$ cat config.mk
export PLATFORM = sky130hd
export DESIGN_NAME = qif_spike_decoder_flat
export DESIGN_NICKNAME = d
export VERILOG_FILES = /design/src/rtl/qif_spike_decoder_pkg.sv /design/src/rtl/qif_spike_decoder_if.sv /design/src/rtl/qif_spike_decoder_edge_detect.sv /design/src/rtl/qif_spike_decoder.sv /design/src/flat_wrapper.sv
export SDC_FILE = /design/constraint.sdc
export NUM_CORES = 1
export LEC_CHECK = 0
export BUFFER_PORTS_ARGS = -buffer_cell sky130_fd_sc_hd__buf_2
export CAP_MARGIN = 20
export CORE_MARGIN = 1
export CORE_UTILIZATION = 40
export CTS_BUF_LIST = sky130_fd_sc_hd__clkbuf_4
export CTS_CLUSTER_DIAMETER = 200
export DETAILED_ROUTE_END_ITERATION = 16
export GPL_TIMING_DRIVEN = 0
export PLACE_DENSITY = 0.62
export SETUP_SLACK_MARGIN = 0.02
export SLEW_MARGIN = 20
export SYNTH_ARGS = -nofsm -noshare
export SYNTH_HDL_FRONTEND = slang
export SYNTH_SLANG_ARGS = --single-unit
$ cat constraint.sdc
create_clock -name clk -period 4.2 [get_ports clk]
set_input_delay 0.42 -clock clk [delete_from_list [all_inputs] [get_ports clk]]
set_output_delay 0.42 -clock clk [all_outputs]
set_load 0.01 [all_outputs]
$ cat src/rtl/qif_spike_decoder_pkg.sv
// Shared types, widths and helpers for the QIF spike decoder.
// Build option QIF_DECODER_SYNC_EN is handled in qif_edge_detect.
package qif_pkg;

  localparam int QIF_CNT_W = 16;
  localparam int QIF_SPK_W = 8;

  typedef enum logic [1:0] {
    IDLE,
    ARMED,
    RUN
  } dec_state_t;

  function automatic logic [31:0] sat_inc(
    input logic [31:0] v,
    input logic [31:0] max
  );
    return (v >= max) ? max : v + 32'd1;
  endfunction

endpackage

$ cat src/rtl/qif_spike_decoder_if.sv
// Result record handshake of the spike decoder.
// master drives the record, slave accepts it.
interface qif_spike_decoder_if #(
  parameter int CNT_W = 16,
  parameter int SPK_W = 8
);

  logic             out_valid;
  logic             out_ready;
  logic [SPK_W-1:0] out_count;
  logic [CNT_W-1:0] out_isi;
  logic             out_overrun;

  modport master (
    output out_valid,
    output out_count,
    output out_isi,
    output out_overrun,
    input  out_ready
  );

  modport slave (
    input  out_valid,
    input  out_count,
    input  out_isi,
    input  out_overrun,
    output out_ready
  );

endinterface

$ cat src/rtl/qif_spike_decoder_edge_detect.sv
// Rising-edge pulse from the spike level.
// QIF_DECODER_SYNC_EN adds a two-flop synchronizer in front.
module qif_edge_detect (
  input  logic clk,
  input  logic rst,
  input  logic i_spike,
  output logic o_edge
);

  logic w_spk;
  logic r_prev;

`ifdef QIF_DECODER_SYNC_EN
  logic [1:0] r_sync;

  always_ff @(posedge clk or posedge rst) begin
    if (rst) r_sync <= 2'b00;
    else     r_sync <= {r_sync[0], i_spike};
  end

  assign w_spk = r_sync[1];
`else
  assign w_spk = i_spike;
`endif

  always_ff @(posedge clk or posedge rst) begin
    if (rst) r_prev <= 1'b0;
    else     r_prev <= w_spk;
  end

  assign o_edge = w_spk & ~r_prev;

endmodule

$ cat src/rtl/qif_spike_decoder.sv
// Spike counter and ISI meter over programmable windows.
// One result record per window on a valid/ready port.
module qif_spike_decoder
  import qif_pkg::*;
#(
  parameter int CNT_W = QIF_CNT_W,
  parameter int SPK_W = QIF_SPK_W
) (
  input  logic             clk,
  input  logic             rst,
  input  logic             enable,
  input  logic             spike_in,
  input  logic [CNT_W-1:0] win_len,
  qif_spike_decoder_if.master o_rec
);

  localparam logic [31:0] CNT_MAX =
    {{(32-CNT_W){1'b0}}, {CNT_W{1'b1}}};
  localparam logic [31:0] SPK_MAX =
    {{(32-SPK_W){1'b0}}, {SPK_W{1'b1}}};
  localparam logic [CNT_W-1:0] ONE_C = 1;

  dec_state_t       r_state;
  logic [CNT_W-1:0] r_win_cnt;
  logic [CNT_W-1:0] r_win_len_q;
  logic [CNT_W-1:0] r_isi_cnt;
  logic [CNT_W-1:0] r_last_isi;
  logic [SPK_W-1:0] r_spk_cnt;

  logic             w_edge;
  logic             w_term;
  logic             w_accept;
  logic [SPK_W-1:0] w_cnt_nx;
  logic [CNT_W-1:0] w_isi_nx;
  logic [CNT_W-1:0] w_isi_inc;

  qif_edge_detect u_edge (
    .clk     (clk),
    .rst     (rst),
    .i_spike (spike_in),
    .o_edge  (w_edge)
  );

  assign w_term = (r_state != IDLE) &&
                  (r_win_cnt == r_win_len_q - ONE_C);
  assign w_accept = o_rec.out_valid & o_rec.out_ready;
  assign w_cnt_nx = w_edge
    ? SPK_W'(sat_inc(32'(r_spk_cnt), SPK_MAX))
    : r_spk_cnt;
  // a spike on the terminal cycle still lands in the closing record
  assign w_isi_nx = (w_edge && r_state == RUN)
    ? r_isi_cnt : r_last_isi;
  assign w_isi_inc = CNT_W'(sat_inc(32'(r_isi_cnt), CNT_MAX));

  always_ff @(posedge clk or posedge rst) begin
    if (rst) begin
      r_state           <= IDLE;
      r_win_cnt         <= '0;
      r_win_len_q       <= '0;
      r_isi_cnt         <= '0;
      r_last_isi        <= '0;
      r_spk_cnt         <= '0;
      o_rec.out_valid   <= 1'b0;
      o_rec.out_count   <= '0;
      o_rec.out_isi     <= '0;
      o_rec.out_overrun <= 1'b0;
    end else begin
      if (w_accept) begin
        o_rec.out_valid   <= 1'b0;
        o_rec.out_overrun <= 1'b0;
      end
      if (enable && w_term) begin
        if (!o_rec.out_valid || w_accept) begin
          o_rec.out_valid   <= 1'b1;
          o_rec.out_count   <= w_cnt_nx;
          o_rec.out_isi     <= w_isi_nx;
          o_rec.out_overrun <= 1'b0;
        end else begin
          o_rec.out_overrun <= 1'b1;
        end
      end

      if (!enable) begin
        r_state    <= IDLE;
        r_win_cnt  <= '0;
        r_isi_cnt  <= '0;
        r_last_isi <= '0;
        r_spk_cnt  <= '0;
      end else begin
        unique case (r_state)
          IDLE: begin
            if (win_len != '0) begin
              r_state     <= ARMED;
              r_win_len_q <= win_len;
              r_win_cnt   <= '0;
            end
          end
          ARMED, RUN: begin
            r_isi_cnt <= w_edge ? ONE_C : w_isi_inc;
            if (w_edge) r_state <= RUN;
            if (w_term) begin
              r_win_cnt   <= '0;
              r_spk_cnt   <= '0;
              r_last_isi  <= '0;
              r_win_len_q <= win_len;
              if (win_len == '0) begin
                r_state   <= IDLE;
                r_isi_cnt <= '0;
              end
            end else begin
              r_win_cnt  <= r_win_cnt + ONE_C;
              r_spk_cnt  <= w_cnt_nx;
              r_last_isi <= w_isi_nx;
            end
          end
          default: r_state <= IDLE;
        endcase
      end
    end
  end

endmodule

$ cat src/flat_wrapper.sv
// flat-port wrapper written by rule: the top's interface ports become plain ports
module qif_spike_decoder_flat import qif_pkg::*;
#(
  parameter int CNT_W = QIF_CNT_W,
  parameter int SPK_W = QIF_SPK_W
)
  (clk, rst, enable, spike_in, win_len, o_rec_out_valid, o_rec_out_count, o_rec_out_isi, o_rec_out_overrun, o_rec_out_ready);
  qif_spike_decoder_if #(.CNT_W(CNT_W), .SPK_W(SPK_W)) o_rec_i ();
  input  logic clk;
  input  logic rst;
  input  logic enable;
  input  logic spike_in;
  input  logic [CNT_W-1:0] win_len;
  output wire logic [$bits(o_rec_i.out_valid)-1:0] o_rec_out_valid;
  output wire logic [$bits(o_rec_i.out_count)-1:0] o_rec_out_count;
  output wire logic [$bits(o_rec_i.out_isi)-1:0] o_rec_out_isi;
  output wire logic [$bits(o_rec_i.out_overrun)-1:0] o_rec_out_overrun;
  input wire logic [$bits(o_rec_i.out_ready)-1:0] o_rec_out_ready;
  assign o_rec_out_valid = o_rec_i.out_valid;
  assign o_rec_out_count = o_rec_i.out_count;
  assign o_rec_out_isi = o_rec_i.out_isi;
  assign o_rec_out_overrun = o_rec_i.out_overrun;
  assign o_rec_i.out_ready = o_rec_out_ready;
  qif_spike_decoder #(.CNT_W(CNT_W), .SPK_W(SPK_W)) u_core (.clk(clk), .rst(rst), .enable(enable), .spike_in(spike_in), .win_len(win_len), .o_rec(o_rec_i));
endmodule
# --- After elaboration in Yosys (flattened, before gate mapping) ---
# Index checks and enable logic that the tools add are counted.
word_totals:
  regBits: 101
  input_bits: 21
  out_inout_bits: 26
  elab_cells: 77
classes:
  n_addsub: 4
  magnitude_cmp: 2
  eq_ne: 8
  muxes: 34
  bitwise_logic: 3
  reduce_logical: 15
ops:
  columns: ["cell", "count"]
  rows:
  - ["$mux W16", 15]
  - ["$pmux W16 S2", 2]
  - ["$mux W8", 5]
  - ["$add A16 B1 Y16 const B", 2]
  - ["$eq A16 B16 Y1", 1]
  - ["$ge A16 B16 Y1 const B", 1]
  - ["$logic_not A16 Y1", 1]
  - ["$reduce_bool A16 Y1", 1]
  - ["$sub A16 B1 Y16 const B", 1]
  - ["$mux W2", 5]
  - ["$add A8 B1 Y8 const B", 1]
  - ["$ge A8 B8 Y1 const B", 1]
  - ["$mux W1", 6]
  - ["$ne A2 B1 Y1 const B", 3]
  - ["$reduce_bool A2 Y1", 3]
  - ["$pmux W2 S2", 1]
  - ["$reduce_and A2 Y1", 2]
  - ["$reduce_and A4 Y1", 1]
  - ["$logic_and A1 B1 Y1", 3]
  - ["$ne A3 B1 Y1 const B", 1]
  - ["$ne A3 B2 Y1 const B", 1]
  - ["$and A1 B1 Y1", 2]
  - ["$eq A2 B1 Y1 const B", 1]
  - ["$eq A2 B2 Y1 const B", 1]
  - ["5 further kinds", 5]

# --- Longest topological paths before layout ---
# Gate-level depths: netlist of run 1.
depth:
  ltp_word: 7
  ltp_mapped: 11
  depth_no_buf: 9

# --- Hierarchy ---
# Synthesis of run 1 repeated with hierarchy kept, for this count alone.
unflattened:
  hier_cells: 646
  area_unflattened_um2: 5880.6
by_module_without_submodules:
  columns: ["module", "instances", "cells_each", "area_each_um2", "seq_area_each_um2"]
  rows:
  - ["qif_spike_decoder", 1, 643, 5838.1, 2502.4]
  - ["qif_edge_detect", 1, 3, 42.5, 25.0]

# --- Worst setup path after synthesis of run 1 ---
# No wires, ideal clock.
synth_path:
  path_kind: "reg2reg"
  start: "reg u_core.r_win_len_q[0]"
  end: "reg u_core.o_rec.out_count[0]"
  setup_time_ps: 125
  t_arrival_ps: 2901
  required_time_ps: 4075
  path_slack_ps: 1174
  stages_incl_launch_ff: 12
  n_path_buf: 2
  period_less_slack_ps: 3026
  cell_sequence: "dfrtp_1 inv_1 ha_1 nor3b_1 nand4_1 a31o_2 a2111oi_2 nand3_4 or2_1 buf_2 buf_6 mux2_4"
synth_between:
  elab_chain_len: 5
synth_rtl:
  columns: ["element", "line", "text"]
  rows:
  - ["start, declared", "qif_spike_decoder.sv:25", "logic [CNT_W-1:0] r_win_len_q;"]
  - ["start signal, assigned", "qif_spike_decoder.sv:94", "r_win_len_q <= win_len;"]
  - ["start signal, assigned", "qif_spike_decoder.sv:105", "r_win_len_q <= win_len;"]
  - ["$sub A16 B1 Y16", "qif_spike_decoder.sv:45", "(r_win_cnt == r_win_len_q - ONE_C);"]
  - ["$eq A16 B16 Y1", "qif_spike_decoder.sv:45", null]
  - ["$logic_and A1 B1 Y1", "qif_spike_decoder.sv:44", "assign w_term = (r_state != IDLE) &&"]
  - ["$logic_and A1 B1 Y1", "qif_spike_decoder.sv:72", "if (enable && w_term) begin"]
  - ["$reduce_and A2 Y1 (no source line)", null, null]
  - ["end signal, assigned", "qif_spike_decoder.sv:75", "o_rec.out_count <= w_cnt_nx;"]
  - ["end, declared", "qif_spike_decoder_if.sv:16", "output out_count,"]
# No other way between the ends.
# A chain may end at the register's enable or synchronous reset.

# --- Worst setup path in the final report of run 1 ---
layout_path:
  start: "reg u_core.r_win_len_q[0]"
  end: "reg u_core.o_rec.out_count[1]"
# The elaborated chain is that of the path after synthesis.

==> results.md, run 1 <==
* Status: complete, no violations
* Slew margin rel. at 45.0%
* WP data arrival at 3970 ps
* FP Rows at 42
* Slowest cell on crit path: nor3b_1
* Origin of the worst setup path: u_core.r_win_len_q[0]$_DFFE_PP0P_
* H-tree levels at 3
* Nets@finish at 676
* Via count at 4,814
* Worst slew pin tran at 821 ps
* DP Cell Count at 812
* Post-DRT Antenna Nets at 0
* Area grow syn2layout at 11.4%
* Die area at 0.0146 mm²
* HP Class: primary input to flip-flop
* Critical Path Max Stage Delay at 580 ps
* # setup viols final at 0
* Die width at 121 µm
* CTS sink count at 101
* Setup bufs post-CTS at 0
* Initial Util at 41.7%
* PwrDens at 305 mW/mm²
* Boundary Pins at 47
* Syn Nets at 617
* Initial antenna violation count at 1
* Number of enable flip-flop cells after synthesis at 0
* Share of post-route cells with drive strength above 1 at 16.4%
* Overall Global Routing Usage at 20.6%
* RSZ-0062 raised after global routing: false
* Reg2reg start: u_core.r_win_len_q[0]$_DFFE_PP0P_
* Worst-case clock skew at 27.7 ps
* Critical path, cell by cell: inv_1 -> ha_1 -> nor3b_1 -> nand4_1 -> a31o_2 -> a2111oi_2 -> nand3_4 -> or2_1 -> buf_2 -> buf_6 -> mux2_4
* DRT iter0 DRCs at 385
* Tmin final at 3550 ps
* Routability congestion estimate at 0.821
* Pre-CTS setup slack at 651 ps
* Resized Gates After CTS at 0
* Synth Register Bits at 101
* Hpwl dp at 10.4 mm
* Worst Path Required at 4610 ps
* Largest net degree at the start of global routing at 77
* Hold Fails Final Rpt at 0
* First-pass GRT wire length at 23.5 mm
* Crit path launch type: flip-flop
* Synthesized instance count at 589
* Synthesized area per cell at 9.56 µm²
* Routed wire length at 14.1 mm
* CP Max Fanout at 10
* Total chip power at 1910 µW
* Ys async rst share at 100%
* F_max at 0.281 GHz
* Period utilization at 84.6%
* Post-cts hold buffer count at 1
* Longest Clk Path Bufs at 2
* Hold_sp: spike_in
* Clk root buf: clkbuf_4
* Seq/Total Area, Yosys at 44.9%
* Count of cell types in the netlist at 61
* Vias per inst at 5.80
* Die Y at 121 µm
* DRC at 0
* WL per Instance at 16.9 µm
* Clock insertion delay at the later pin of the skew report at 510 ps
* Final worst slack at 645 ps
* Hold slack at 52.0 ps
* CP endpoint kind: flip-flop
* CTS tree: done
* Critical path class: flip-flop to flip-flop
* Pins Over Slew Limit at 0
* Core Region at 0.0135 mm²
* Filler cells at 1,315
* Synth Warn # at 0
* CTS clk-pin slew, worst paths at 160 ps
* CTS Buf Count at 9
* Lkg Pwr at 0.00263 µW
* Vias in the first global route at 4,631
* Post-Syn Area at 0.00563 mm²
* First drt pass iteration count at 5
* Worst-case vdd ir drop at 0.153 mV
* Port Buffer Count at 46
* Final non-filler cell total at 830
* Max-cap violations at 0
* Synth Flop Type: dfrtp_1
* Gr ovfl total at 0
cell usage after synthesis, types with 3 or more instances:
cell type	count	share of area [%]
mux2_2	20	4.0
xnor2_1	8	1.2
o21a_1	6	0.80
buf_2	3	0.27
nand3b_1	6	0.80
or2_2	4	0.44
nand4_1	12	1.3
a22o_1	3	0.47
and3_1	9	1.0
nor4_1	10	1.1
or3_1	3	0.33
nand3_1	24	2.1
nand2_1	53	3.5
xor2_1	13	2.0
o31ai_1	3	0.40
nor3_1	14	1.2
mux2_4	3	0.80
a32oi_1	6	0.93
buf_6	3	0.60
dfrtp_1	101	45
a21oi_1	16	1.4
and2_1	5	0.56
inv_1	19	1.3
mux2i_1	18	3.2
o21ai_0	60	5.3
o211ai_1	3	0.40
a22oi_1	4	0.53
o311ai_0	8	1.2
clkbuf_1	27	1.8
nand2b_1	4	0.44
a211oi_1	6	0.80
a31oi_1	11	1.2
or4_1	4	0.53
nor2_1	43	2.9
a32o_1	17	3.0
ha_1	7	1.6
sequential cells by signal, summed over array words and instances (netlist names):
| register | cells |
|---|---|
| u_core.o_rec.out_isi | 16 |
| u_core.r_spk_cnt | 8 |
| u_core.r_isi_cnt | 16 |
| u_core.o_rec.out_count | 8 |
| u_core.r_win_len_q | 16 |
| u_core.r_win_cnt | 16 |
| u_core.r_state | 2 |
| u_core.o_rec.out_overrun | 1 |
| u_core.o_rec.out_valid | 1 |
| u_core.r_last_isi | 16 |
| u_core.u_edge.r_prev | 1 |
report_power, final:
part	internal (µW)	switching [µW]	leakage (µW)	total (µW)
logic	120	179	0.00118	299
registers	1010	52.9	0.00136	1060
clock network	190	361	0.0000830	550
final timing paths:
check	slack, ps	depth (start not counted)	endpoint
worst max-delay path	650	11	u_core.o_rec.out_count[1]$_DFFE_PP0P_
worst max register to register	650	11	u_core.o_rec.out_count[1]$_DFFE_PP0P_
min in group asynchronous	390	3	u_core.r_win_cnt[13]$_DFFE_PP0P_
worst min-delay path	50	1	u_core.u_edge.r_prev$_DFF_PP0_
worst min register to register	530	2	u_core.o_rec.out_isi[12]$_DFFE_PP0P_
max in group asynchronous	3140	4	u_core.r_isi_cnt[14]$_DFFE_PP0P_
critical path: cells and delay by family (launching register included):
kind | cells | cell delay (ps)
mux | 1 | 290
buf+inv | 3 | 400
flops | 1 | 480
compound gates | 2 | 840
simple gates | 4 | 1230
fa+ha+maj | 1 | 220
stage by stage:
step	instance area, µm²	util (%)	TNS (ps)
after global routing	6270	46.4	0
after CTS	6270	46.4	0
after global placement	6080	45.0	-9950
after floorplan	5630	-	0
after detailed placement	6110	45.3	0
final	6270	46.4	0
area by class of cell:
class	instances	area (µm²)	share of cell area (%)
clock inverters	7	77.6	1.24
well taps	176	220	3.51
multi-input cells	436	2880	45.9
diodes	1	2.50	0.0399
clock buffers	9	67.6	1.08
plain buffers	33	150	2.39
flip-flops and latches	101	2530	40.3
inverters	19	76.3	1.22
repair buffers	48	268	4.27
cell families (layout without fill, tap and decap cells):
group,Yosys count,count (layout),synth area share [%]
AO/OA/AOI/OAI,162,162,19.5
flip-flops,101,101,44.9
other,0,1,0
XOR/XNOR,21,21,3.27
buffers and inverters,52,116,3.93
AND/OR/NAND/NOR,205,205,18.9
adder cells (fa/ha/maj),7,7,1.56
multiplexers,41,41,8.00
layout by cell type (no fill, tap or decap), types with 3 or more instances in the layout:
cell	n
dfrtp_1	101
o21ai_0	60
nand2_1	53
buf_2	49
nor2_1	43
clkbuf_1	27
nand3_1	24
mux2_2	20
inv_1	18
mux2i_1	18
a32o_1	17
a21oi_1	16
nor3_1	14
xor2_1	13
nand4_1	12
a31oi_1	11
nor4_1	10
and3_1	9
clkbuf_4	9
xnor2_1	8
o311ai_0	8
ha_1	7
o21a_1	6
a211oi_1	6
nand3b_1	6
a32oi_1	6
and2_1	5
or4_1	4
nand2b_1	4
or2_2	4
inv_6	4
a22oi_1	4
buf_6	3
or3_1	3
o31ai_1	3
mux2_4	3
o211ai_1	3
a22o_1	3
metal layers:
layer,vias up,track usage (%),share of wire (%),routed length [µm]
met5,-,0,0,0
li1,2312,-,-,-
met1,2354,30.1,49,6940
met3,17,2.97,4.7,660
met4,0,7.48,1.8,252
met2,131,30.9,44,6210
(Power assumes the default switching activity.)
==> run 2, diff against run 1 <==
--- a/config.mk
+++ b/config.mk
@@ -13,7 +13,7 @@
 export CTS_CLUSTER_DIAMETER = 200
 export DETAILED_ROUTE_END_ITERATION = 16
 export GPL_TIMING_DRIVEN = 0
-export PLACE_DENSITY = 0.62
+export PLACE_DENSITY = 0.64
 export SETUP_SLACK_MARGIN = 0.02
 export SLEW_MARGIN = 20
 export SYNTH_ARGS = -nofsm -noshare
==> constraint.sdc (replaced) <==
create_clock -name clk -period 3.1 [get_ports clk]
set_input_delay 0.31 -clock clk [delete_from_list [all_inputs] [get_ports clk]]
set_output_delay 0.31 -clock clk [all_outputs]
set_load 0.01 [all_outputs]
==> run 2 against run 1 <==
  * Routed wire length increased by 7.3%
  * Via count rose by 4.4%
  * Largest cell class unchanged
  * Sequential share of layout area fell by 2.8 points
  * Setup slack lost 600 ps
  * Critical endpoint is now u_core.o_rec.out_count[7]$_DFFE_PP0P_
==> results.md, run 2 (synthesized netlist as in run 1, its figures left out) <==
* Status: complete, no violations
* Die area at 0.0146 mm²
* FP Rows at 42
* Critical Path Max Stage Delay at 580 ps
* PwrDens at 406 mW/mm²
* Total chip power at 2750 µW
* Final non-filler cell total at 853
* Area grow syn2layout at 20.1%
* Vias per inst at 5.89
* CTS tree: done
* Routability congestion estimate at 0.847
* Pint at 1870 µW
* Hpwl dp at 10.4 mm
* Sequential Power Share at 53.4%
* Longest Clk Path Bufs at 2
* CP top delay family: simple AND/OR/NAND/NOR gates
* Share of post-route cells with drive strength above 1 at 25.3%
* Slowest cell on crit path: or4_4
* Commonest cells after routing, fill and taps aside: dfrtp_1 (95), o21ai_0 (54), nand2_1 (53)
* Util after Layout at 50.1%
* Initial antenna violation count at 1
* Clock insertion delay at the later pin of the skew report at 470 ps
* Nets@finish at 699
* Crit path launch type: flip-flop
* Routed wire length at 15.1 mm
* Sw frac at 31.8%
* CP endpoint kind: flip-flop
* CTS clk-pin slew, worst paths at 160 ps
* Via count at 5,025
* CTS sink count at 101
* WP buf/inv at 3
* Critical path, cell by cell: buf_6 -> or4_4 -> or4_4 -> a21oi_4 -> o22a_2 -> nand3_4 -> or2_1 -> buf_6 -> buf_8 -> mux2_4
* First drt pass iteration count at 5
* Boundary Pins at 47
* Largest net degree at the start of global routing at 80
* Worst slew pin tran at 876 ps
* CP Max Fanout at 6
* Commonest non-fill, non-tap cell in the layout: dfrtp_1
* Final worst slack at 48.5 ps
* Die width at 121 µm
* Comb power frac at 20.0%
* DRT iter0 DRCs at 481
* F_max at 0.328 GHz
* DRC at 0
* Overall Global Routing Usage at 21.0%
* Core Region at 0.0135 mm²
* Pins Over Slew Limit at 0
* CTS Buf Count at 9
* Critical path class: flip-flop to flip-flop
* Gr ovfl total at 0
* Hold slack at 91.7 ps
* Post-DRT Antenna Nets at 0
* Pre-CTS setup slack at -403 ps
* Die Y at 121 µm
* Worst-case clock skew at 18.5 ps
* Slew margin rel. at 41.4%
* Clk root buf: clkbuf_4
* # setup viols final at 0
* Filler cells at 1,235
* H-tree levels at 3
* RSZ-0062 raised after global routing: true
* Port Buffer Count at 46
* Worst-case vdd ir drop at 0.167 mV
* HP Class: primary input to flip-flop
* First-pass GRT wire length at 24.1 mm
* Switching Power at 873 µW
* WP data arrival at 3420 ps
* Clock share of power at 26.6%
* DP Cell Count at 812
* Hold Fails Final Rpt at 0
* Worst Path Required at 3460 ps
* Vias in the first global route at 4,636
* WL per Instance at 17.7 µm
* Lkg Pwr at 0.00283 µW
* Period utilization at 98.4%
* Initial Util at 41.7%
* Max-cap violations at 0
* Tmin final at 3050 ps
[run 2: cell count changes in the layout (fill, tap and decap cells not counted), sizes merged]
cell,before,now
buf,53,77
dlygate4sd3,1,2
clkbuf,36,34
[run 2: final timing paths]
kind                       slack (ps)                               endpoint                             startpoint  cells past startpoint
max reg2reg                        50  u_core.o_rec.out_count[7]$_DFFE_PP0P_      u_core.r_win_len_q[4]$_DFFE_PP0P_                     10
max in group asynchronous        2140       u_core.r_last_isi[4]$_DFFE_PP0P_                                    rst                      4
min in group asynchronous         320        u_core.r_win_cnt[0]$_DFFE_PP0P_                                    rst                      3
min                                90      u_core.r_win_len_q[5]$_DFFE_PP0P_                             win_len[5]                      2
min reg2reg                       530  u_core.o_rec.out_count[2]$_DFFE_PP0P_  u_core.o_rec.out_count[2]$_DFFE_PP0P_                      1
max                                50  u_core.o_rec.out_count[7]$_DFFE_PP0P_      u_core.r_win_len_q[4]$_DFFE_PP0P_                     10
[run 2: timing repair]
item | 4_1_cts | 5_1_grt
gates cloned | 0 | 3
setup endpoints to repair | 94 | 85
pin swaps | 4 | 12
endpoints found under the hold margin | 23 | 0
gates resized for setup | 23 | 59
setup buffers | 9 | 14
hold buffers | 2 | 0
[run 2: per-stage QoR]
| step | setup TNS (ps) | instance area [µm²] |
|---|---|---|
| 6_report | 0 | 6760 |
| 5_1_grt | -226 | 6760 |
| 4_1_cts | 0 | 6440 |
| 3_5_place_dp | -18160 | 6110 |
| 3_3_place_gp | -112650 | 6080 |
| 2_1_floorplan | 0 | 5630 |
[run 2: layout make-up]
cell class | count | area [µm²] | area share, %
clock buffers | 9 | 67.6 | 0.999
multi-input cells | 436 | 3110 | 45.9
diodes | 1 | 2.50 | 0.0370
plain buffers | 30 | 168 | 2.48
well taps | 176 | 220 | 3.26
clock inverters | 7 | 77.6 | 1.15
inverters | 19 | 76.3 | 1.13
repair buffers | 74 | 508 | 7.51
flip-flops and latches | 101 | 2530 | 37.5
[run 2: power by group through the flow]
| stage | Sequential (µW) | Combinational, µW | Clock (µW) |
|---|---|---|---|
| 3_3_place_gp | 1460 | 389 | 0 |
| 3_5_place_dp | 1470 | 405 | 0 |
| 2_1_floorplan | 1450 | 300 | 0 |
| 6_report | 1470 | 549 | 731 |
| 5_1_grt | 1480 | 597 | 804 |
| 4_1_cts | 1460 | 447 | 751 |
[run 2: per-layer routing]
metal	wire [µm]	global-route usage, %	vias up	part of all wire, %
met5	0	0	-	0
met4	187	6.33	0	1.2
met3	690	2.83	17	4.6
met2	6900	31.5	141	46
met1	7320	31.3	2516	48
li1	-	-	2351	-
==> run 3, diff against run 2 <==
--- a/config.mk
+++ b/config.mk
@@ -7,6 +7,7 @@
 export LEC_CHECK = 0
 export BUFFER_PORTS_ARGS = -buffer_cell sky130_fd_sc_hd__buf_2
 export CAP_MARGIN = 20
+export CORE_ASPECT_RATIO = 1.25
 export CORE_MARGIN = 1
 export CORE_UTILIZATION = 40
 export CTS_BUF_LIST = sky130_fd_sc_hd__clkbuf_4
@@ -18,4 +19,5 @@
 export SLEW_MARGIN = 20
 export SYNTH_ARGS = -nofsm -noshare
 export SYNTH_HDL_FRONTEND = slang
+export SYNTH_HIERARCHICAL = 1
 export SYNTH_SLANG_ARGS = --single-unit
==> run 3 against run 2 <==
  * Core utilization fell by 2.1 points
  * Via count rose by 8.2%
  * Critical path type unchanged
  * Synthesized cell count rose by 9.7%
  * Critical endpoint is now u_core/o_rec.out_count[0]$_DFFE_PP0P_
  * Flip-flop and latch count did not move
  * Cell count rose by 6.0%
  * Fmax fell by 1.0%
  * Final area rose by 1.7%
  * Highest routed layer unchanged
==> results.md, run 3 <==
* H-tree levels at 3
* CTS tree: done
* Post-Syn Area at 0.00588 mm²
* Count leader, synth: dfrtp_1
* Cell accounting for the most synthesized area: dfrtp_1
* Comb power frac at 21.7%
* Ys async rst share at 100%
* Synth Warn # at 6
* Number of enable flip-flop cells after synthesis at 0
* First drt pass iteration count at 5
* Final worst slack at 16.2 ps
* WP data arrival at 3470 ps
* HP Class: primary input to flip-flop
* Synthesized area per cell at 9.10 µm²
* Vias in the first global route at 5,324
* Core Region at 0.0143 mm²
* CTS sink count at 101
* WL per Instance at 17.9 µm
* Period utilization at 99.5%
* Overall Global Routing Usage at 22.1%
* Worst Path Required at 3490 ps
* Setup TNS at 0 ps
* Sw frac at 32.0%
* Post-synth top area share at 43.0%
* Via count at 5,439
* CTS clk-pin slew, worst paths at 160 ps
* DRC at 0
* Status: complete, no violations
* PwrDens at 411 mW/mm²
* Lkg Pwr at 0.00297 µW
* Pre-CTS setup slack at -683 ps
* Hpwl dp at 11.6 mm
* CTS Buf Count at 9
* Pint at 1920 µW
* Max-cap violations at 0
* Nets@finish at 748
* Critical path class: flip-flop to flip-flop
* DRT iter0 DRCs at 395
* Switching Power at 904 µW
* Synth Register Bits at 101
* Die Y at 138 µm
* Clk root buf: clkbuf_4
* Initial antenna violation count at 1
* RSZ-0062 raised after global routing: true
* Seq/Total Area, Yosys at 43.0%
* Boundary Pins at 47
* Routability congestion estimate at 0.888
* Worst-case vdd ir drop at 0.272 mV
* Post-DRT Antenna Nets at 0
* Count of cell types in the netlist at 59
* Hold Fails Final Rpt at 0
* First-pass GRT wire length at 26.5 mm
* Synthesized instance count at 646
* Initial Util at 41.0%
* Largest net degree at the start of global routing at 77
* Share of post-route cells with drive strength above 1 at 20.6%
* # setup viols final at 0
* Pins Over Slew Limit at 0
* Multi-input gate area at 0.00321 mm²
* Vias per inst at 6.02
* Sequential Power Share at 52.7%
* DP Area at 0.00637 mm²
* Non-Filler Cell Area, Final at 0.00688 mm²
* Routed wire length at 16.2 mm
* Crit path launch type: flip-flop
* F_max at 0.324 GHz
* Clock insertion delay at the later pin of the skew report at 480 ps
* Filler cells at 1,378
* Die area at 0.0152 mm²
* Slew margin rel. at 51.9%
* Longest Clk Path Bufs at 2
* Tmin final at 3080 ps
* Syn Nets at 674
* Util after Layout at 47.9%
* Commonest cells after routing, fill and taps aside: dfrtp_1 (98), nand2_1 (64), buf_2 (47)
* Gr ovfl total at 0
* Die width at 110 µm
* CP endpoint kind: flip-flop
* Port Buffer Count at 46
* Synth Flop Type: dfrtp_1
* Worst slew pin tran at 721 ps
* Top post-synthesis cells by area: dfrtp_1 (43%), o21ai_0 (5.0%), nand2_1 (4.1%), mux2_2 (4.0%), mux2i_1 (3.1%)
* Most instantiated cells after synthesis: dfrtp_1 (101), nand2_1 (64), o21ai_0 (59)
* Clock share of power at 25.6%
* Commonest non-fill, non-tap cell in the layout: dfrtp_1
* Area grow syn2layout at 17.0%
* Worst-case clock skew at 24.4 ps
* FP Rows at 49
* Seq. cell area at 0.00253 mm²
* CP Max Fanout at 6
## run 3: cell count changes after synthesis, sizes merged, moves of 7 or more
cell and change:
nand2 +11, o221ai +12, nand4 +12, nor2 -8
a21oi +13, and4 +8, a31oi -8, clkbuf +7
and3 +7, a22oi +14, xnor2 +8, a32o -17
inv +7, o31ai +9
## run 3: repair_timing
action / CTS / global route
pin swaps: 9 / 11
resized for setup: 35 / 31
cloned: 1 / 0
hold endpoints to repair: 26 / 0
hold buffers: 2 / 0
buffers inserted: 10 / 5
endpoints found under the setup margin: 93 / 84
## run 3: kinds of logic (layout without fill, tap and decap cells)
group / after synthesis / count (layout) / share of synthesized area (%)
other: 0 / 1 / 0
muxes: 42 / 42 / 7.85
adders and majority gates: 7 / 7 / 1.49
AOI/OAI and AO/OA: 165 / 165 / 18.1
DFF: 101 / 101 / 43.0
buffers and inverters: 71 / 150 / 4.72
and+or+nand+nor: 237 / 237 / 21.4
xor gates and xnor gates: 23 / 23 / 3.43
## run 3: final timing paths
check / endpoint / cells past startpoint / slack, ps / start
max reg2reg: u_core/o_rec.out_count[0]$_DFFE_PP0P_ / 10 / 20 / u_core/r_win_len_q[0]$_DFFE_PP0P_
min reg2reg: u_core/o_rec.out_count[2]$_DFFE_PP0P_ / 1 / 530 / u_core/o_rec.out_count[2]$_DFFE_PP0P_
max in group asynchronous: u_core/r_isi_cnt[13]$_DFFE_PP0P_ / 4 / 2140 / rst
min in group asynchronous: u_core/u_edge/r_prev$_DFF_PP0_ / 3 / 240 / rst
min: u_core/r_win_len_q[15]$_DFFE_PP0P_ / 2 / 60 / win_len[15]
max: u_core/o_rec.out_count[0]$_DFFE_PP0P_ / 10 / 20 / u_core/r_win_len_q[0]$_DFFE_PP0P_
## run 3: final cells by class
cell class | instances | area share (%)
plain buffers | 42 | 3.27
flip-flops and latches | 101 | 36.8
repair buffers | 65 | 6.44
clock inverters | 5 | 0.855
clock buffers | 11 | 1.20
inverters | 27 | 1.55
multi-input cells | 474 | 46.6
well taps | 178 | 3.24
diodes | 1 | 0.0364
## run 3: critical path, stage by stage (launching register included)
cell       delay, ps
dfrtp_2          460
or4_4            580
nor4b_2          220
nand4_1          190
a2111oi_4        420
nand4_1          180
buf_6            180
or2_1            210
buf_6            140
buf_8            130
mux2_4           290
## run 3: power by group through the flow
stage	Clock, µW	Combinational (µW)	Sequential [µW]
3_5_place_dp	0	506	1510
6_report	723	614	1490
2_1_floorplan	0	378	1490
3_3_place_gp	0	481	1500
5_1_grt	804	671	1510
4_1_cts	751	569	1490
## run 3: per-layer routing
| layer | GRT usage [%] | routed length, µm |
|---|---|---|
| met3 | 3.52 | 852 |
| met4 | 13.1 | 617 |
| met2 | 39.5 | 8280 |
| met5 | 0 | 0 |
| met1 | 25.0 | 6450 |
## run 3: stage by stage
stage / instances / power (µW) / hold WS, ps
finish: 904 / 2830 / 59.3
global route: 904 / 2980 / 50.9
CTS: 900 / 2810 / 38.7
detailed placement: 871 / 2020 / 190
global placement: 870 / 1990 / 152
floorplan: 646 / 1860 / 38.7
